<file path="src/rtl/mem_arb_pkg.sv">
// Shared types and default parameter values for the memory arbiter.
//   arbState_t : arbiter FSM state encoding
//   arbPort_t  : which requester owns the access in flight
package mem_arb_pkg;

   localparam int DEF_DATA_W     = 64;
   localparam int DEF_ADDR_W     = 64;
   localparam int DEF_MEM_LAT    = 1;
   localparam int DEF_STARVE_MAX = 4;

   typedef enum logic [1:0] {
      ST_IDLE = 2'd0,
      ST_BUSY = 2'd1,
      ST_RESP = 2'd2
   } arbState_t;

   typedef enum logic {
      PORT_I = 1'b0,
      PORT_D = 1'b1
   } arbPort_t;

endpackage

</file>
<file path="src/rtl/mem_arb_pick.sv">
// Combinational grant pick between the fetch and data ports.
// Ports:
//   iReq, dReq  : pending requests
//   canGrant    : arbiter is in a state that may accept a request
//   streakFull  : data port has used up its run of grants over a waiting fetch
//   pickI/pickD : one-hot (or zero) grant decision
module mem_arb_pick (
   input  logic iReq,
   input  logic dReq,
   input  logic canGrant,
   input  logic streakFull,
   output logic pickI,
   output logic pickD
);

   // Data normally wins; a saturated streak hands one slot to the waiting fetch.
   assign pickI = canGrant & iReq & (streakFull | ~dReq);
   assign pickD = canGrant & dReq & ~(iReq & streakFull);

endmodule

</file>
<file path="src/rtl/mem_arbiter.sv">
// Two-port (instruction fetch / data) arbiter in front of a single memory
// with fixed read latency. One access in flight at a time.
// Ports:
//   clk, reset (async, active low)
//   i_req/i_addr -> i_gnt, i_rvalid, i_rdata       fetch port
//   d_req/d_we/d_addr/d_wdata -> d_gnt, d_rvalid, d_rdata   data port
//   mem_addr, mem_wdata, mem_wr -> memory ; mem_rdata <- memory
//
// state   | meaning
// --------+-----------------------------------------------------------
// IDLE    | nothing in flight, may grant
// BUSY    | access driven to memory, latency counter running
// RESP    | rvalid pulsing for the finished access, may grant the next
module mem_arbiter
   import mem_arb_pkg::*;
#(
   parameter int DATA_W     = DEF_DATA_W,
   parameter int ADDR_W     = DEF_ADDR_W,
   parameter int MEM_LAT    = DEF_MEM_LAT,
   parameter int STARVE_MAX = DEF_STARVE_MAX
) (
   input  logic              clk,
   input  logic              reset,
   input  logic              i_req,
   input  logic [ADDR_W-1:0] i_addr,
   output logic              i_gnt,
   output logic              i_rvalid,
   output logic [DATA_W-1:0] i_rdata,
   input  logic              d_req,
   input  logic              d_we,
   input  logic [ADDR_W-1:0] d_addr,
   input  logic [DATA_W-1:0] d_wdata,
   output logic              d_gnt,
   output logic              d_rvalid,
   output logic [DATA_W-1:0] d_rdata,
   output logic [ADDR_W-1:0] mem_addr,
   output logic [DATA_W-1:0] mem_wdata,
   output logic              mem_wr,
   input  logic [DATA_W-1:0] mem_rdata
);

   localparam int CNT_W    = (MEM_LAT > 1) ? $clog2(MEM_LAT) : 1;
   localparam int STREAK_W = $clog2(STARVE_MAX + 1);
   localparam logic [CNT_W-1:0]    CNT_LOAD   = CNT_W'(MEM_LAT - 1);
   localparam logic [STREAK_W-1:0] STREAK_SAT = STREAK_W'(STARVE_MAX);

   arbState_t             state;
   logic [CNT_W-1:0]      latCnt;
   logic [STREAK_W-1:0]   dStreak;
   arbPort_t              capPort;
   logic                  capWe;
   logic [ADDR_W-1:0]     capAddr;
   logic [DATA_W-1:0]     capWdata;
   logic                  firstBusy;

   logic canGrant;
   logic anyGnt;

   // Gated by reset so grants are also forced low while reset is held.
   assign canGrant = reset & ((state == ST_IDLE) | (state == ST_RESP));
   assign anyGnt   = i_gnt | d_gnt;

   mem_arb_pick uPick (
      .iReq       (i_req),
      .dReq       (d_req),
      .canGrant   (canGrant),
      .streakFull (dStreak == STREAK_SAT),
      .pickI      (i_gnt),
      .pickD      (d_gnt)
   );

   assign mem_addr  = (state == ST_BUSY) ? capAddr  : '0;
   assign mem_wdata = (state == ST_BUSY) ? capWdata : '0;
   assign mem_wr    = (state == ST_BUSY) & capWe & firstBusy;

   always_ff @(posedge clk or negedge reset) begin
      if (!reset) begin
         state     <= ST_IDLE;
         latCnt    <= '0;
         dStreak   <= '0;
         capPort   <= PORT_I;
         capWe     <= 1'b0;
         capAddr   <= '0;
         capWdata  <= '0;
         firstBusy <= 1'b0;
         i_rvalid  <= 1'b0;
         i_rdata   <= '0;
         d_rvalid  <= 1'b0;
         d_rdata   <= '0;
      end else begin
         i_rvalid <= 1'b0;
         d_rvalid <= 1'b0;

         // Streak only counts data grants that overtook a waiting fetch.
         if (!i_req || i_gnt) begin
            dStreak <= '0;
         end else if (d_gnt && (dStreak != STREAK_SAT)) begin
            dStreak <= dStreak + STREAK_W'(1);
         end

         case (state)
            ST_IDLE, ST_RESP: begin
               if (anyGnt) begin
                  capPort   <= d_gnt ? PORT_D : PORT_I;
                  capWe     <= d_gnt & d_we;
                  capAddr   <= d_gnt ? d_addr : i_addr;
                  capWdata  <= d_gnt ? d_wdata : '0;
                  latCnt    <= CNT_LOAD;
                  firstBusy <= 1'b1;
                  state     <= ST_BUSY;
               end else begin
                  state <= ST_IDLE;
               end
            end
            ST_BUSY: begin
               firstBusy <= 1'b0;
               if (latCnt == '0) begin
                  state <= ST_RESP;
                  if (capPort == PORT_I) begin
                     i_rvalid <= 1'b1;
                     i_rdata  <= mem_rdata;
                  end else begin
                     d_rvalid <= 1'b1;
                     d_rdata  <= capWe ? '0 : mem_rdata;
                  end
               end else begin
                  latCnt <= latCnt - CNT_W'(1);
               end
            end
            default: state <= ST_IDLE;
         endcase
      end
   end

endmodule
</file>
<file path="config.mk">
export PLATFORM = sky130hd
export DESIGN_NAME = mem_arbiter
export DESIGN_NICKNAME = d
export VERILOG_FILES = /design/src/rtl/mem_arb_pkg.sv /design/src/rtl/mem_arb_pick.sv /design/src/rtl/mem_arbiter.sv
export SDC_FILE = /design/constraint.sdc
export NUM_CORES = 1
export LEC_CHECK = 0
export ABC_AREA = 1
export CORE_AREA = 5 5 198 200
export CTS_CLUSTER_SIZE = 25
export DETAILED_ROUTE_END_ITERATION = 10
export DIE_AREA = 0 0 203 205
export PLACE_DENSITY = 0.74
export SYNTH_ARGS = -nofsm -noshare
export SYNTH_HDL_FRONTEND = slang
export SYNTH_SLANG_ARGS = --single-unit
</file>
<file path="constraint.sdc">
create_clock -name clk -period 1.5 [get_ports clk]
set_input_delay 0.15 -clock clk [delete_from_list [all_inputs] [get_ports clk]]
set_output_delay 0.15 -clock clk [all_outputs]
set_load 0.005 [all_outputs]
</file>
-- Yosys cells after proc, flatten, opt, wreduce, memory -nomap -nowiden
Cells that the tools add are included.
- register bits: 267
- latch bits: 0
- bits in writable memories: 0
- bits in read-only memories: 0
- bits of input ports: 261
- output and inout bits: 261
- word-level logic and storage cells: 69
- memories kept: 0
- add/subtract/negate cells: 2
- multipliers: 0
- div/mod/pow operators: 0
- order comparisons: 0
- equal/unequal tests: 6
- shift operators: 0
- multiplexer cells: 22
- bitwise gates (word level): 16
- reductions and logical operators: 11
- operator list (operator ; count):
    $mux W64 ; 5
    $mux W1 ; 11
    $and A1 B1 Y1 ; 9
    $mux W3 ; 2
    $reduce_and A3 Y1 ; 2
    $ne A2 B2 Y1 const B ; 2
    $not A1 Y1 ; 4
    $pmux W1 S2 ; 2
    $pmux W2 S2 ; 1
    $reduce_and A2 Y1 ; 2
    $reduce_bool A2 Y1 ; 2
    $add A3 B1 Y3 const B ; 1
    $eq A3 B3 Y1 const B ; 1
    $ne A3 B3 Y1 const B ; 1
    $or A1 B1 Y1 ; 3
    $eq A2 B1 Y1 const B ; 1
    $eq A2 B2 Y1 const B ; 1
    $logic_not A2 Y1 ; 1
    $mux W2 ; 1
    $reduce_or A2 Y1 ; 1
    $logic_and A1 B1 Y1 ; 1
    $logic_not A1 Y1 ; 1
    $logic_or A1 B1 Y1 ; 1
    $sub A1 B1 Y1 const B ; 1

-- Longest topological paths before layout
- word-level depth: 8
- mapped depth: 9
- depth with buffers taken out: 7

-- By module
Synthesis repeated with hierarchy kept, for this count alone.
- cell total of the unflattened synthesis: 1692
- area total of the unflattened synthesis: 12271.8 um^2
- modules (own cells, without submodules) (module ; instances ; cells each ; area an instance (um^2) ; sequential area each (um^2)):
    mem_arbiter ; 1 ; 1687 ; 12250.5 ; 6656.4
    mem_arb_pick ; 1 ; 5 ; 21.3 ; 0.0

-- Worst setup path before layout
Ideal clock, no wire load.
- kind: reg-to-reg
- start point: reg dStreak[0]
- end point: reg capWdata[14]
- setup time: 0.130 ns
- arrival time: 1.252 ns
- required time: 1.370 ns
- path slack: 0.118 ns
- stages on the path, launching flop included: 10
- path buffers: 2
- period minus slack after synthesis: 1.382 ns
- path through: dfrtp_1 > inv_1 > ha_1 > nand3_1 > nand3_1 > inv_2 > buf_4 > buf_2 > nand2_1 > o21ai_0
- longest elaborated chain between the ends: 6
- elaborated cells between the ends (all ways): 9
- classes of those cells: 1 x eq/ne; 1 x mux; 6 x bitwise; 1 x reduce/logical
- ends and longest elaborated chain (element ; RTL line ; text):
    from (decl) ; mem_arbiter.sv:49 ; logic [STREAK_W-1:0] dStreak;
    from (signal assigned) ; mem_arbiter.sv:98 ; dStreak <= dStreak + STREAK_W'(1);
    $eq A3 B3 Y1 (*) ; mem_arbiter.sv:67 ; .streakFull (dStreak == STREAK_SAT),
    $and A1 B1 Y1 ; mem_arb_pick.sv:18 ; assign pickD = canGrant & dReq & ~(iReq & streakFull);
    $not A1 Y1 ; mem_arb_pick.sv:18 ;
    $and A1 B1 Y1 ; mem_arb_pick.sv:18 ;
    $or A1 B1 Y1 ; mem_arbiter.sv:61 ; assign anyGnt = i_gnt | d_gnt;
    $reduce_and A2 Y1 (no line) ; -- ;
    to (signal assigned) ; mem_arbiter.sv:107 ; capWdata <= d_gnt ? d_wdata : '0;
    to (decl) ; mem_arbiter.sv:53 ; logic [DATA_W-1:0] capWdata;
Mark *: on every way between the ends. The rest lies on a longest branch, timed or not.
A chain may end at the register's enable or synchronous reset.

-- Worst setup path after layout
- start point: reg state[0]
- end point: out mem_addr[23]
- longest elaborated chain between the ends: 2
- ends and longest elaborated chain (element ; RTL line ; text):
    from (decl) ; mem_arbiter.sv:47 ; arbState_t state;
    from (signal assigned) ; mem_arbiter.sv:78 ; state <= ST_IDLE;
    from (signal assigned) ; mem_arbiter.sv:110 ; state <= ST_BUSY;
    from (signal assigned) ; mem_arbiter.sv:112 ; state <= ST_IDLE;
    $eq A2 B1 Y1 ; mem_arbiter.sv:72 ; assign mem_addr = (state == ST_BUSY) ? capAddr : '0;
    $mux W64 ; mem_arbiter.sv:72 ;
    to (decl) ; mem_arbiter.sv:36 ; output logic [ADDR_W-1:0] mem_addr,
No other way between the ends.

==> summary.txt <==
Status
  – Status: complete, but fails checks
  – Failing checks: negative setup slack

Clock tree
  – Clock tree buffer depth: 3
  – Clk root buf: clkbuf_16
  – H-tree Lvls: 1
  – Clock Sinks: about 270
  – CTS tree: yes
  – CTS buffer count: 30
  – Clk_lat worst skew: roughly 560 ps
  – Reg clk slew, reported paths: ~60 ps

Place
  – Hpwl dp: 32,480 um
  – Pre-CTS setup slack: -247.8 ps
  – Buffers added on ports: roughly 520
  – RePlAce Congestion: approximately 0.9

Floorplanning
  – Area of the die: about 42,000 sq um
  – Die width: approximately 200 um
  – IO Pins: 522
  – Row count: 71
  – Core area: approximately 37,000 sq um
  – Vert. Die Dim: around 210 um
  – Initial core utilization: 0.3361

Critical path
  – Critical path arrival: 1850 ps
  – CP peak stage delay: between 300 and 400 ps
  – R2r setup slk: -260 ps
  – Critical Path RT: around 1400 ps
  – Startpoint types: flip-flop
  – Worst Path Max Fanout: 7
  – CP cell instances: inv_2, nor2_4, inv_8, buf_12, buf_8, buf_16, nor2_4, buf_2
  – Setup CP Type: reg -> out
  – Crit. End Element: output port
  – CP max stage cell: dfrtp_1
  – Most frequent cell on the critical path: nor2_4

GRT
  – Tot GR Track Use: 0.2148
  – Grt ovf: 0
  – Vias in the first global route: ~13,000
  – Initial antenna violation count: 3
  – First-pass GRT wire length: around 72,000 um
  – Largest net degree at the start of global routing: 133

Synthesis
  – Synthesized net count: about 1,900
  – Synth unique cells: 21
  – Flops & latches, synth: 266
  – Post-synthesis cell count: 1,630
  – Register area share after synthesis: 0.5321
  – Syn Area/Cell: 7.675 sq um
  – Synth warnings: 0
  – Synthesized cell area: 12,510 sq um

Power and ir drop
  – Pwr/cell area: 1226 nW/um^2
  – Design Power: about 25 mW
  – Peak supply drop: 0.0008479 V
  – Leak Pwr: roughly 10 nW

Timing
  – Unrepaired setup endpoints after global routing: yes
  – Max-slew headroom: 0.4469
  – Max Clk Rate: about 500 MHz
  – Final Cycle Share: 1.332
  – Final Worst Setup Slack: -497.4 ps
  – Worst-Margin Slew: between 800 and 900 ps
  – Clk_skew: a little under 8 ps
  – Slew Viols, Final: 0
  – Setup-failing EPs final: 514
  – Final min period: approximately 2000 ps
  – Count of final hold-check violations: 0

Finish
  – Share of layout cells above drive strength 1: 0.1982
  – Area Overhead vs Synth: 64.74%
  – Nets: ~2,500
  – Most common cell after layout, fill and taps aside: nand2_1
  – Most frequent cells in the layout: nand2_1, clkdlybuf4s50_1, dfrtp_1

Drt
  – Final antenna-violating net count: 0
  – Iteration-0 DRC Markers: around 900
  – First-pass DRT Iterations: 5
  – Via count: 13,180
  – Overall routed net length: roughly 50,000 um
  – WL/cell: 18.61 um
  – Vias per Instance: about 4.9
  – DRC: 0

Flow run
  – Max-Cap Viols: 0

Min path
  – HP Class: in -> async
[layout make-up]
type | instances | area [sq um]
Timing Repair Buffer | 642 | 6589
Multi-Input combinational cell | 990 | 4733
Antenna cell | 1 | 2.502
Fill cell | 3269 | 16610
Inverter | 270 | 1031
Clock buffer | 41 | 872.1
Timing Repair inverter | 1 | 11.26
Sequential cell | 266 | 6656
Tap cell | 474 | 593.1
Clock inverter | 15 | 121.4
[worst max-delay path, delay by kind of cell, from the launching register on]
| kind | cells | cell delay (ps) |
|---|---|---|
| flip-flops | 1 | 370 |
| AND/OR/NAND/NOR | 2 | 240 |
| buffers and inverters | 6 | 670 |
[logic make-up (layout without fill, tap and decap cells)]
family / Yosys count / after routing / synth area share
AO/OA/AOI/OAI: 134 / 134 / 0.05451
flip-flops: 266 / 266 / 0.5321
buffers and inverters: 374 / 969 / 0.1295
AND/OR/NAND/NOR: 853 / 853 / 0.2812
XOR/XNOR: 1 / 1 / 0.0007002
adder cells (fa/ha/maj): 2 / 2 / 0.002000
other: 0 / 1 / 0
[registers in the layout, summed over array words and instances (netlist names)]
register and flops:
capWdata 64, i_rvalid 1, firstBusy 1, capWe 1
capAddr 64, d_rvalid 1, dStreak 3, state 2
capPort 1, i_rdata 64, d_rdata 64
[synth_stat cells, drive strengths merged]
library cell	n	area [sq um]
xor2	1	8.760
nand4	1	6.260
dfrtp	266	6656
o21ai	133	665.6
nor3	2	10.01
buf	70	479.2
nand2	522	1962
nor2	133	514.2
nand3	195	1026
a21oi	1	16.27
clkbuf	34	127.6
inv	270	1013
ha	2	25.02
[routing by layer]
metal  up-vias  global-route usage  part of all wire
li1       6080                   -                 -
met1      6292              0.2766              0.39
met4         2             0.08560             0.039
met5         -                   0           0.00026
met3       123             0.04353             0.079
met2       683              0.3567              0.49
[report_power, final]
part | total, mW | switching [mW] | internal (mW)
Clock | 7.32 | 3.07 | 4.25
Sequential | 9.92 | 0.972 | 8.95
Combinational | 8.03 | 3.68 | 4.35
Total | 25.3 | 7.72 | 17.5
[repair_timing]
item,4_1_cts,5_1_grt
setup endpoints to repair,451,518
pin swaps,4,16
endpoints found under the hold margin,266,0
hold buffers,1,0
setup buffers,14,14
gates cloned,10,21
gates resized for setup,620,123
[per-stage QoR]
| step | hold slack, ps | std cells | TNS [ps] | utilization | instance area [sq um] |
|---|---|---|---|---|---|
| after global placement | -39.65 | 2589 | -39650 | 0.4981 | 18540 |
| after CTS | 61.09 | 2669 | -109300 | 0.5288 | 19680 |
| after floorplan | -145.6 | 1630 | 0 | - | 12510 |
| final | 59.50 | 2700 | -92930 | 0.5537 | 20610 |
| after global routing | 70.12 | 2700 | -131650 | 0.5537 | 20610 |
| after detailed placement | -38.82 | 2589 | -43720 | 0.4981 | 18540 |
[worst paths after layout]
kind / startpoint / endpoint / cells past startpoint
setup / recovery: state[0]$_DFF_PN0_ / mem_addr[23] / 8
hold / removal: reset / state[0]$_DFF_PN0_ / 2
setup reg to reg: state[0]$_DFF_PN0_ / d_rdata[58]$_DFFE_PN0P_ / 12
hold reg to reg: capAddr[41]$_DFFE_PN0P_ / capAddr[41]$_DFFE_PN0P_ / 2
max in group asynchronous: reset / capWdata[55]$_DFFE_PN0P_ / 4
min in group clk: d_wdata[14] / capWdata[14]$_DFFE_PN0P_ / 3
(Power assumes the default switching activity.)
